[config.mk]
export PLATFORM = sky130hd
export DESIGN_NAME = arp_frame_gen
export DESIGN_NICKNAME = d
export VERILOG_FILES = /design/src/rtl/arp_frame_gen.sv
export SDC_FILE = /design/constraint.sdc
export NUM_CORES = 1
export LEC_CHECK = 0
export BUFFER_PORTS_ARGS = -buffer_cell sky130_fd_sc_hd__buf_2
export CAP_MARGIN = 20
export CORE_ASPECT_RATIO = 1.4
export CORE_MARGIN = 4
export CORE_UTILIZATION = 49
export CTS_CLUSTER_SIZE = 12
export DETAILED_ROUTE_END_ITERATION = 7
export PLACE_DENSITY_LB_ADDON = 0.12
export SYNTH_ARGS = -nofsm -noshare
export SYNTH_HDL_FRONTEND = slang
export SYNTH_SLANG_ARGS = --single-unit
[constraint.sdc]
create_clock -name clk -period 14.7 [get_ports clk]
set_input_delay 0.735 -clock clk [delete_from_list [all_inputs] [get_ports clk]]
set_output_delay 0.735 -clock clk [all_outputs]
set_load 0.02 [all_outputs]
[src/rtl/arp_frame_gen.sv]
// arp_frame_gen: builds one 42-byte Ethernet ARP request/reply frame and
// streams it as 32-bit words (first byte in [31:24]) into the MAC ff_tx port.
// All addressing fields are captured on an accepted start, so upstream
// registers may change while the frame is in flight.
// Optional build macro ARP_FRAME_PAD_EN: pads the frame to the 60-byte
// Ethernet minimum (15 words, mod 0) instead of leaving it to the MAC.
module arp_frame_gen #(
  parameter logic [15:0] ETHERTYPE_ARP = 16'h0806,
  parameter int          FRAME_CNT_W   = 16
) (
  input  logic                   clk,
  input  logic                   rst_n,
  input  logic                   i_start,
  input  logic [1:0]             i_oper,
  input  logic [47:0]            i_self_mac,
  input  logic [31:0]            i_self_ip,
  input  logic [47:0]            i_dst_mac,
  input  logic [47:0]            i_target_mac,
  input  logic [31:0]            i_target_ip,
  output logic [31:0]            o_data,
  output logic                   o_vld,
  input  logic                   i_rdy,
  output logic                   o_sop,
  output logic                   o_eop,
  output logic [1:0]             o_mod,
  output logic                   o_busy,
  output logic                   o_done,
  output logic                   o_err,
  output logic [FRAME_CNT_W-1:0] o_frame_cnt
);

`ifdef ARP_FRAME_PAD_EN
  localparam logic [3:0] LAST_IDX = 4'd14;
  localparam logic [1:0] LAST_MOD = 2'd0;
`else
  localparam logic [3:0] LAST_IDX = 4'd10;
  localparam logic [1:0] LAST_MOD = 2'd2;
`endif

  localparam logic [FRAME_CNT_W-1:0] CNT_ONE = {{(FRAME_CNT_W-1){1'b0}}, 1'b1};

  typedef enum logic [1:0] {IDLE, SEND, DONE} state_t;

  state_t                 state_q, state_d;
  logic [3:0]             idx_q;
  logic                   err_q;
  logic [FRAME_CNT_W-1:0] cnt_q;

  logic [47:0] dst_q, sha_q, tha_q;
  logic [31:0] spa_q, tpa_q;
  logic [1:0]  oper_q;

  logic        oper_ok, can_start, accept, reject, xfer, last;
  logic [31:0] word;

  assign oper_ok   = (i_oper == 2'd1) || (i_oper == 2'd2);
  assign can_start = i_start && (state_q != SEND);
  assign accept    = can_start && oper_ok;
  assign reject    = can_start && !oper_ok;
  assign xfer      = (state_q == SEND) && i_rdy;
  assign last      = (idx_q == LAST_IDX);

  // Next-state logic: starts are only honoured outside SEND, DONE lasts one cycle
  always_comb begin
    state_d = state_q;
    case (state_q)
      IDLE:    state_d = accept ? SEND : IDLE;
      SEND:    state_d = (xfer && last) ? DONE : SEND;
      DONE:    state_d = accept ? SEND : IDLE;
      default: state_d = IDLE;
    endcase
  end

  // Control registers: state, word index, error pulse and frame counter
  always_ff @(posedge clk) begin
    if (!rst_n) begin
      state_q <= IDLE;
      idx_q   <= 4'd0;
      err_q   <= 1'b0;
      cnt_q   <= '0;
    end else begin
      state_q <= state_d;
      err_q   <= reject;
      if (accept)
        idx_q <= 4'd0;
      else if (xfer)
        idx_q <= last ? 4'd0 : idx_q + 4'd1;
      if (xfer && last)
        cnt_q <= cnt_q + CNT_ONE;
    end
  end

  // Field capture on an accepted start; a request always carries a zero THA
  always_ff @(posedge clk) begin
    if (accept) begin
      dst_q  <= i_dst_mac;
      sha_q  <= i_self_mac;
      spa_q  <= i_self_ip;
      tpa_q  <= i_target_ip;
      oper_q <= i_oper;
      tha_q  <= (i_oper == 2'd1) ? 48'h0 : i_target_mac;
    end
  end

  // Word map; indices past 10 are the zero padding words
  always_comb begin
    word = 32'h0;
    case (idx_q)
      4'd0:    word = dst_q[47:16];
      4'd1:    word = {dst_q[15:0], sha_q[47:32]};
      4'd2:    word = sha_q[31:0];
      4'd3:    word = {ETHERTYPE_ARP, 16'h0001};
      4'd4:    word = {16'h0800, 8'h06, 8'h04};
      4'd5:    word = {14'b0, oper_q, sha_q[47:32]};
      4'd6:    word = sha_q[31:0];
      4'd7:    word = spa_q;
      4'd8:    word = tha_q[47:16];
      4'd9:    word = {tha_q[15:0], tpa_q[31:16]};
      4'd10:   word = {tpa_q[15:0], 16'h0000};
      default: word = 32'h0;
    endcase
  end

  assign o_vld       = (state_q == SEND);
  assign o_busy      = (state_q == SEND);
  assign o_data      = o_vld ? word : 32'h0;
  assign o_sop       = o_vld && (idx_q == 4'd0);
  assign o_eop       = o_vld && last;
  assign o_mod       = o_eop ? LAST_MOD : 2'd0;
  assign o_done      = (state_q == DONE);
  assign o_err       = err_q;
  assign o_frame_cnt = cnt_q;

endmodule

# == Word level (Yosys, flattened, before mapping) ==
# Index checks and enable logic that the tools add are counted.
# totals
ff_bits,233
in_bits,214
output_inout_bits,56
elab_cells,49
# classes
add_sub_neg,2
n_eq_ne,15
n_mux,7
bitwise,1
n_reduce_logical,14
# op_table
op,count
case mux 32 bit (10 select lines),1
2-to-1 mux 32 bit,1
"adder 16 x 1 -> 16 bit, second input constant",1
"equality test 4 x 3 -> 1 bit, second input constant",4
"equality test 4 bit, second input constant",3
"equality test 4 x 2 -> 1 bit, second input constant",2
logical AND 1 bit,7
OR reduction 2 bit,3
"adder 4 x 1 -> 4 bit, second input constant",1
"equality test 2 x 1 -> 1 bit, second input constant",2
"equality test 2 bit, second input constant",2
"equality test 4 x 1 -> 1 bit, second input constant",1
logical NOT 4 bit,1
2-to-1 mux 2 bit,2
2-to-1 mux 4 bit,1
case mux 2 bit (2 select lines),1
logical NOT 2 bit,1
"inequality test 2 x 1 -> 1 bit, second input constant",1
logical NOT 1 bit,1
logical OR 1 bit,1
2-to-1 mux 1 bit,1
inverter 1 bit,1

# == Logic depth before layout (Yosys ltp) ==
# Gate-level depths: netlist of run 1.
# logic_depth
word_depth,5
ltp_mapped,7
mapped_depth_nobuf,5

# == Worst setup path after synthesis of run 1 ==
# OpenSTA, ideal clock, no wires.
# synth_path
path_type,in2reg
startpoint,in i_oper[1]
endpoint,"reg dst_q[0], enable pin"
setup_time_ns,0.561
arrival_time_ns,5.278
required_ns,14.139
slack_ns,8.861
stages,4
path_buffers,0
cell_sequence,inv_1 -> ha_1 -> nand3b_1 -> inv_1
# synth_via
elab_chain_len,3
word_cells_on_any_way,4
classes_between,eq/ne: 2; reduce/logical: 2
# synth_lines
element,line,text
"start, declared",14,"input logic [1:0] i_oper,"
equality test 2 x 1 -> 1 bit / equality test 2 bit (equally long branches),56,assign oper_ok = (i_oper == 2'd1) || (i_oper == 2'd2);
logical OR 1 bit (*),56,
logical AND 1 bit (*),58,assign accept = can_start && oper_ok;
via accept,53,"logic oper_ok, can_start, accept, reject, xfer, last;"
"end signal, assigned",96,dst_q <= i_dst_mac;
"end, declared",49,"logic [47:0] dst_q, sha_q, tha_q;"
# Mark *: on every way through the listed nets, which the timed path passes. The rest lies on a longest branch.
# A chain may end at the register's enable or synchronous reset.

# == Final worst setup path of run 1 ==
# layout_path
startpoint,reg idx_q[0]
endpoint,out o_data[16]
# layout_via
elab_chain_len,4
word_cells_on_any_way,14
classes_between,eq/ne: 10; mux: 2; reduce/logical: 2
# layout_lines
element,line,text
"start, declared",45,logic [3:0] idx_q;
"start signal, assigned",87,idx_q <= last ? 4'd0 : idx_q + 4'd1;
equality test 4 x 3 -> 1 bit / equality test 4 x 2 -> 1 bit (equally long branches),108,case (idx_q)
OR reduction 2 bit (no source line),--,
case mux 32 bit (10 select lines) (*),108,
2-to-1 mux 32 bit (*),126,assign o_data = o_vld ? word : 32'h0;
"end, declared",20,"output logic [31:0] o_data,"
# Every way passes the cells marked *; elsewhere a longest branch is shown, timed or not.

==> run_results.csv, run 1 <==
group,metric,value,unit
setup_path,crit_start,"idx_q[0]",
sta,relSlewSlack,32.70,%
setup_path,worst_r2r_endpoint,"oper_q[0]",
drt,drt-pass1-iter-count,7,
floorplanning,start_util,50.10,%
finish,area_growth,25.76,%
finish,nNetsFinal,1069,
synth,async_reset_ff_share,0,%
synth,ys_types,52,
place,dp_cells,1065,
pwr,p_per_area,124.3,nW/um2
drt,wire_per_inst,21.53,um
sta,finalCriticalPeriod,4.090,ns
sta,worst_pin_slew,1.008,ns
setup_path,start_kind,"flop",
clock_network,cts_sinks,233,
floorplanning,io_pins,270,
synth,yosysWarnings,0,
min_path,hp-class,"input port to flop",
floorplanning,core,18070,um2
clock_network,cts_tree,"built",
synth,synth_top_area_share,69.65,%
setup_path,cp_data_required_time,13.97,ns
clock_network,ctsHoldBuffers,0,
sta,fin_crit_sh,27.83,%
synth,ys_ff_latch,233,
global_routing,gr-total-overflow,0,
pwr,power.total,1.415,mW
global_routing,grtUsageTotal,22.33,%
pwr,p_leak,4.320,nW
place,port-buffer-count,268,
pwr,ir_drop,95.68,uV
clock_network,htree_levels,1,
clock_network,clk_path_buf_depth,3,
clock_network,clock_latency,0.50,ns
floorplanning,num_rows,58,
clock_network,postCtsSetupRepairBufs,0,
drt,drc,0,
finish,stdcell_count,1108,
outcome,status,"complete, no violations",
finish,drive_above_1_share,37.70,%
setup_path,critPathSlowestCell,"dfxtp_1",
setup_path,crit_chain,"nand2b_1 -> nor2_2 -> a32oi_1 -> a31oi_1 -> buf_2",
synth,synthFlopType,"edfxtp_1",
drt,drt-total-wl,23850,um
clock_network,clock_tree.root_cell,"clkbuf_16",
synth,synth.most_common_cell,"edfxtp_1",
drt,drt_iter0_drc,654,
synth,synth_edf_count,210,
flow_run,maxCapViolations,0,
setup_path,cp_data_arrival_time,3.36,ns
sta,setup_viol,0,
floorplanning,die_height,168.8,um
global_routing,grt_pass1_wl,35360,um
clock_network,clkTransAtPathRegs,0.06,ns
global_routing,antenna_found_initial,8,
place,dpl.hpwl,16400,um
sta,clock_skew,0.008795,ns
synth,synth_cells,586,
floorplanning,fp.dieW,122.9,um
setup_path,path_class,"flop to output pin",
place,globalplace.congestion,0.8568,
drt,ant_nets,0,
setup_path,crit_cells,5,
sta,fmax,244.5,MHz
global_routing,grt_max_degree,135,
sta,rsz0062_at_grt,"false",
synth,synth.cell_area,9054,um2
clock_network,cts_buffers,24,
sta,fin_setup_tns,0,ns
setup_path,slowest_delay,0.91,ns
setup_path,crit_buf_inv,1,
setup_path,r2r_start,"state_q[1]",
sta,hold_viol_final,0,
synth,yosysSeqAreaShare,74.74,%
setup_path,crit_family,"simple AND/OR/NAND/NOR gates",
setup_path,r2r_slack,11.84,ns
synth,syn_nets,802,
sta,slew_violations,0,
floorplanning,die_area,20750,um2
drt,viasPerCell,5.645,
setup_path,critPathCapture,"o_data[16]",
clock_network,cts_resized,0,
drt,vias,6255,
setup_path,rr_worst_depth,4,
synth,yosysTopAreaCell,"edfxtp_1",
synth,synth_commonest_cells,"edfxtp_1, a222oi_1, nor2b_1, nand2_1",
setup_path,cp-end-kind,"output pin",
setup_path,crit_fanout,29,
global_routing,grt_pass1_vias,6641,
synth,avgSynthCellArea,15.45,um2
synth,yosys-top-cells-area,"edfxtp_1, a222oi_1, dfxtp_1, nor2b_1, nand2_1",
report_power, final:
part / internal [mW] / switching (mW) / total [mW]
Clock: 0.305 / 0.230 / 0.536
Sequential: 0.769 / 0.0114 / 0.781
Combinational: 0.0388 / 0.0603 / 0.0991
per-layer routing:
layer	track usage (%)	wire length, um	up-vias
li1	-	-	2878
met1	25.59	8393	3039
met2	39.92	12600	288
met3	5.949	2215	44
met4	7.651	612	6
met5	0	35	-
cell usage in the layout (no fill, tap or decap), types with 6 or more instances in the layout:
cell	n
inv_1	7
a21oi_1	25
nor2b_1	51
a31oi_1	20
buf_2	268
clkbuf_16	25
nand2_1	35
a222oi_1	51
nor2_1	15
buf_4	8
mux2i_1	7
clkbuf_1	6
edfxtp_1	210
diode_2	6
a22oi_1	7
dfxtp_1	23
o21ai_0	13
state kept, by name, indices dropped and copies added (netlist names):
name	flops
dst_q	48
sha_q	48
tha_q	48
spa_q	32
tpa_q	32
o_frame_cnt	16
idx_q	4
oper_q	2
state_q	2
o_err	1
layout make-up:
| class | count | area [um2] |
|---|---|---|
| clock buffer | 31 | 648.1 |
| clock inverter | 4 | 21.27 |
| antenna | 6 | 15.01 |
| sequential | 233 | 6766 |
| fill | 1408 | 6684 |
| multi-input combinational | 305 | 2122 |
| tap | 240 | 300.3 |
| timing repair buffer | 280 | 1471 |
| inverter | 9 | 41.29 |
cells by family (layout without fill, tap and decap cells):
| family | count (synthesis) | after routing | synth area share, % |
|---|---|---|---|
| XOR/XNOR | 6 | 6 | 0.5804 |
| multiplexers | 10 | 10 | 1.147 |
| other | 1 | 7 | 0.04142 |
| AO/OA/AOI/OAI | 133 | 133 | 11.21 |
| buffers and inverters | 48 | 324 | 2.294 |
| flip-flops | 233 | 233 | 74.74 |
| AND/OR/NAND/NOR | 153 | 153 | 9.715 |
| adder cells (fa/ha/maj) | 2 | 2 | 0.2764 |
per-stage QoR:
stage | utilization (%) | area [um2] | hold slack (ns) | setup WS, ns
final | 63.01 | 11390 | 0.4006 | 10.61
after global routing | 63.00 | 11380 | 0.3800 | 10.33
after CTS | 62.66 | 11320 | 0.3867 | 10.66
after detailed placement | 58.96 | 10650 | 0.4702 | 11.17
after global placement | 58.84 | 10630 | 0.4503 | 11.06
after floorplan | - | 9054 | 0.5161 | 8.861
worst register-to-register path, stage by stage, from the launching register on:
cell and delay (ns):
dfxtp_1 0.35, nand2b_1 0.19, nand3b_1 0.24, inv_8 0.63, buf_4 1.02
worst min-delay path by stage:
stage	from	to	slack (ns)	depth (start not counted)
CTS	i_dst_mac[44]	dst_q[44]	0.39	1
global placement	o_frame_cnt[15]	o_frame_cnt[15]	0.45	2
finish	i_self_mac[2]	sha_q[2]	0.40	1
detailed placement	o_frame_cnt[15]	o_frame_cnt[15]	0.47	2
floorplan	idx_q[1]	state_q[1]	0.52	2
global route	i_self_mac[13]	sha_q[13]	0.38	1
No activity file was read; power rests on OpenSTA's default activity.
==> inputs of run 2 (changes only) <==
--- a/config.mk
+++ b/config.mk
@@ -9,7 +9,7 @@
 export CAP_MARGIN = 20
 export CORE_ASPECT_RATIO = 1.4
 export CORE_MARGIN = 4
-export CORE_UTILIZATION = 49
+export CORE_UTILIZATION = 46
 export CTS_CLUSTER_SIZE = 12
 export DETAILED_ROUTE_END_ITERATION = 7
 export PLACE_DENSITY_LB_ADDON = 0.12
==> constraint.sdc (replaced) <==
create_clock -name clk -period 3.6 [get_ports clk]
set_input_delay 0.18 -clock clk [delete_from_list [all_inputs] [get_ports clk]]
set_output_delay 0.18 -clock clk [all_outputs]
set_load 0.02 [all_outputs]
==> run_results.csv, run 2 (same netlist as run 1, synthesis figures left out) <==
group,metric,value,unit
outcome,status,"complete, but fails checks",
outcome,violations,"negative hold slack",
finish,final_cell_area,13580,um2
floorplanning,start_util,46.93,%
clock_network,cts_buffers,24,
finish,fin_util,70.38,%
floorplanning,num_rows,60,
setup_path,crit_fanout,25,
pwr,p_leak,5.219,nW
drt,wire_per_inst,21.32,um
finish,layout_commonest_cell,"buf_2",
sta,relSlewSlack,35.24,%
place,port-buffer-count,268,
sta,slew_violations,0,
floorplanning,fp.dieW,126.6,um
clock_network,cts_resized,0,
floorplanning,io_pins,270,
setup_path,cp_data_arrival_time,3.02,ns
clock_network,postCtsSetupRepairBufs,0,
pwr,ir_drop,375.0,uV
sta,rsz0062_at_grt,"false",
global_routing,antenna_found_initial,5,
pwr,p_per_area,448.6,nW/um2
sta,setup_viol,0,
finish,area_growth,49.97,%
finish,final_cell_mix,"buf_2, edfxtp_1, dlygate4sd3_1, nor2b_1, a222oi_1",
place,dpl.hpwl,17350,um
min_path,min_path_cells,2,
sta,clock_skew,0.01155,ns
sta,worst_pin_slew,0.9704,ns
finish,drive_above_1_share,31.16,%
drt,vias,7357,
clock_network,clkTransAtPathRegs,0.06,ns
sta,fin_crit_sh,89.00,%
drt,drt-pass1-iter-count,8,
drt,viasPerCell,5.536,
finish,nNetsFinal,1278,
place,dpl-instance-area,10790,um2
sta,holdWs,-0.0001115,ns
clock_network,clock_tree.root_cell,"clkbuf_16",
sta,fin_ws,0.3960,ns
clock_network,htree_levels,1,
place,globalplace.congestion,0.8363,
global_routing,gr-total-overflow,0,
global_routing,grt_pass1_wl,42990,um
setup_path,start_kind,"flop",
global_routing,grtUsageTotal,24.93,%
drt,ant_nets,0,
clock_network,clk_path_buf_depth,3,
clock_network,cts_sinks,233,
clock_network,clock_latency,0.51,ns
setup_path,rr_worst_depth,5,
sta,finalCriticalPeriod,3.204,ns
floorplanning,core,19290,um2
flow_run,maxCapViolations,0,
setup_path,path_class,"flop to output pin",
floorplanning,die_area,22020,um2
global_routing,grt_pass1_vias,8158,
setup_path,cp_data_required_time,3.42,ns
setup_path,cp-end-kind,"output pin",
sta,hold_viol_final,1,
clock_network,cts_tree,"built",
place,dp_slack,0.9053,ns
drt,drt_iter0_drc,744,
sta,fmax,312.1,MHz
sta,fin_setup_tns,0,ns
global_routing,grt_max_degree,82,
floorplanning,die_height,174.0,um
drt,drt-total-wl,28330,um
finish,reg_top3,"dst_q x48, sha_q x48, tha_q x48",
drt,drc,0,
min_path,hp-class,"input port to flop",
clock_network,ctsHoldBuffers,206,
[run 2: layout make-up]
class / count / area [um2]
multi-input combinational: 305 / 2140
inverter: 9 / 42.54
tap: 248 / 310.3
clock inverter: 4 / 18.77
timing repair buffer: 489 / 3591
fill: 1296 / 5715
sequential: 233 / 6768
clock buffer: 35 / 693.2
antenna: 6 / 15.01
[run 2: layer usage]
metal | share of wire (%) | track usage, % | up-vias
li1 | - | - | 3304
met1 | 35 | 27.23 | 3545
met2 | 54 | 46.49 | 434
met3 | 7.7 | 4.765 | 72
met4 | 3.3 | 10.55 | 2
met5 | 0.025 | 0 | -
[run 2: final timing paths]
kind | to | startpoint | slack [ns]
hold / removal | tha_q[44] | i_target_mac[44] | -0.0001
setup reg to reg | o_frame_cnt[14] | idx_q[1] | 1.28
hold reg to reg | o_frame_cnt[15] | o_frame_cnt[15] | 0.51
setup / recovery | o_data[24] | idx_q[1] | 0.40
[run 2: where the power goes]
group / switching, mW / internal, mW / total, mW
sequential: 0.0491 / 3.14 / 3.19
combinational: 0.299 / 0.313 / 0.612
clock: 0.973 / 1.32 / 2.29
[run 2: through the flow]
| step | instances | power [mW] |
|---|---|---|
| finish | 1329 | 6.091 |
| global route | 1327 | 6.294 |
| CTS | 1323 | 6.102 |
| detailed placement | 1078 | 3.665 |
| global placement | 1078 | 3.649 |
| floorplan | 586 | 3.441 |
[run 2: worst max-delay path: stages (launching register included)]
cell	delay [ns]
dfxtp_1	0.78
buf_4	0.32
a21oi_1	0.12
o21ai_4	0.74
buf_4	0.30
a31oi_1	0.06
buf_2	0.18
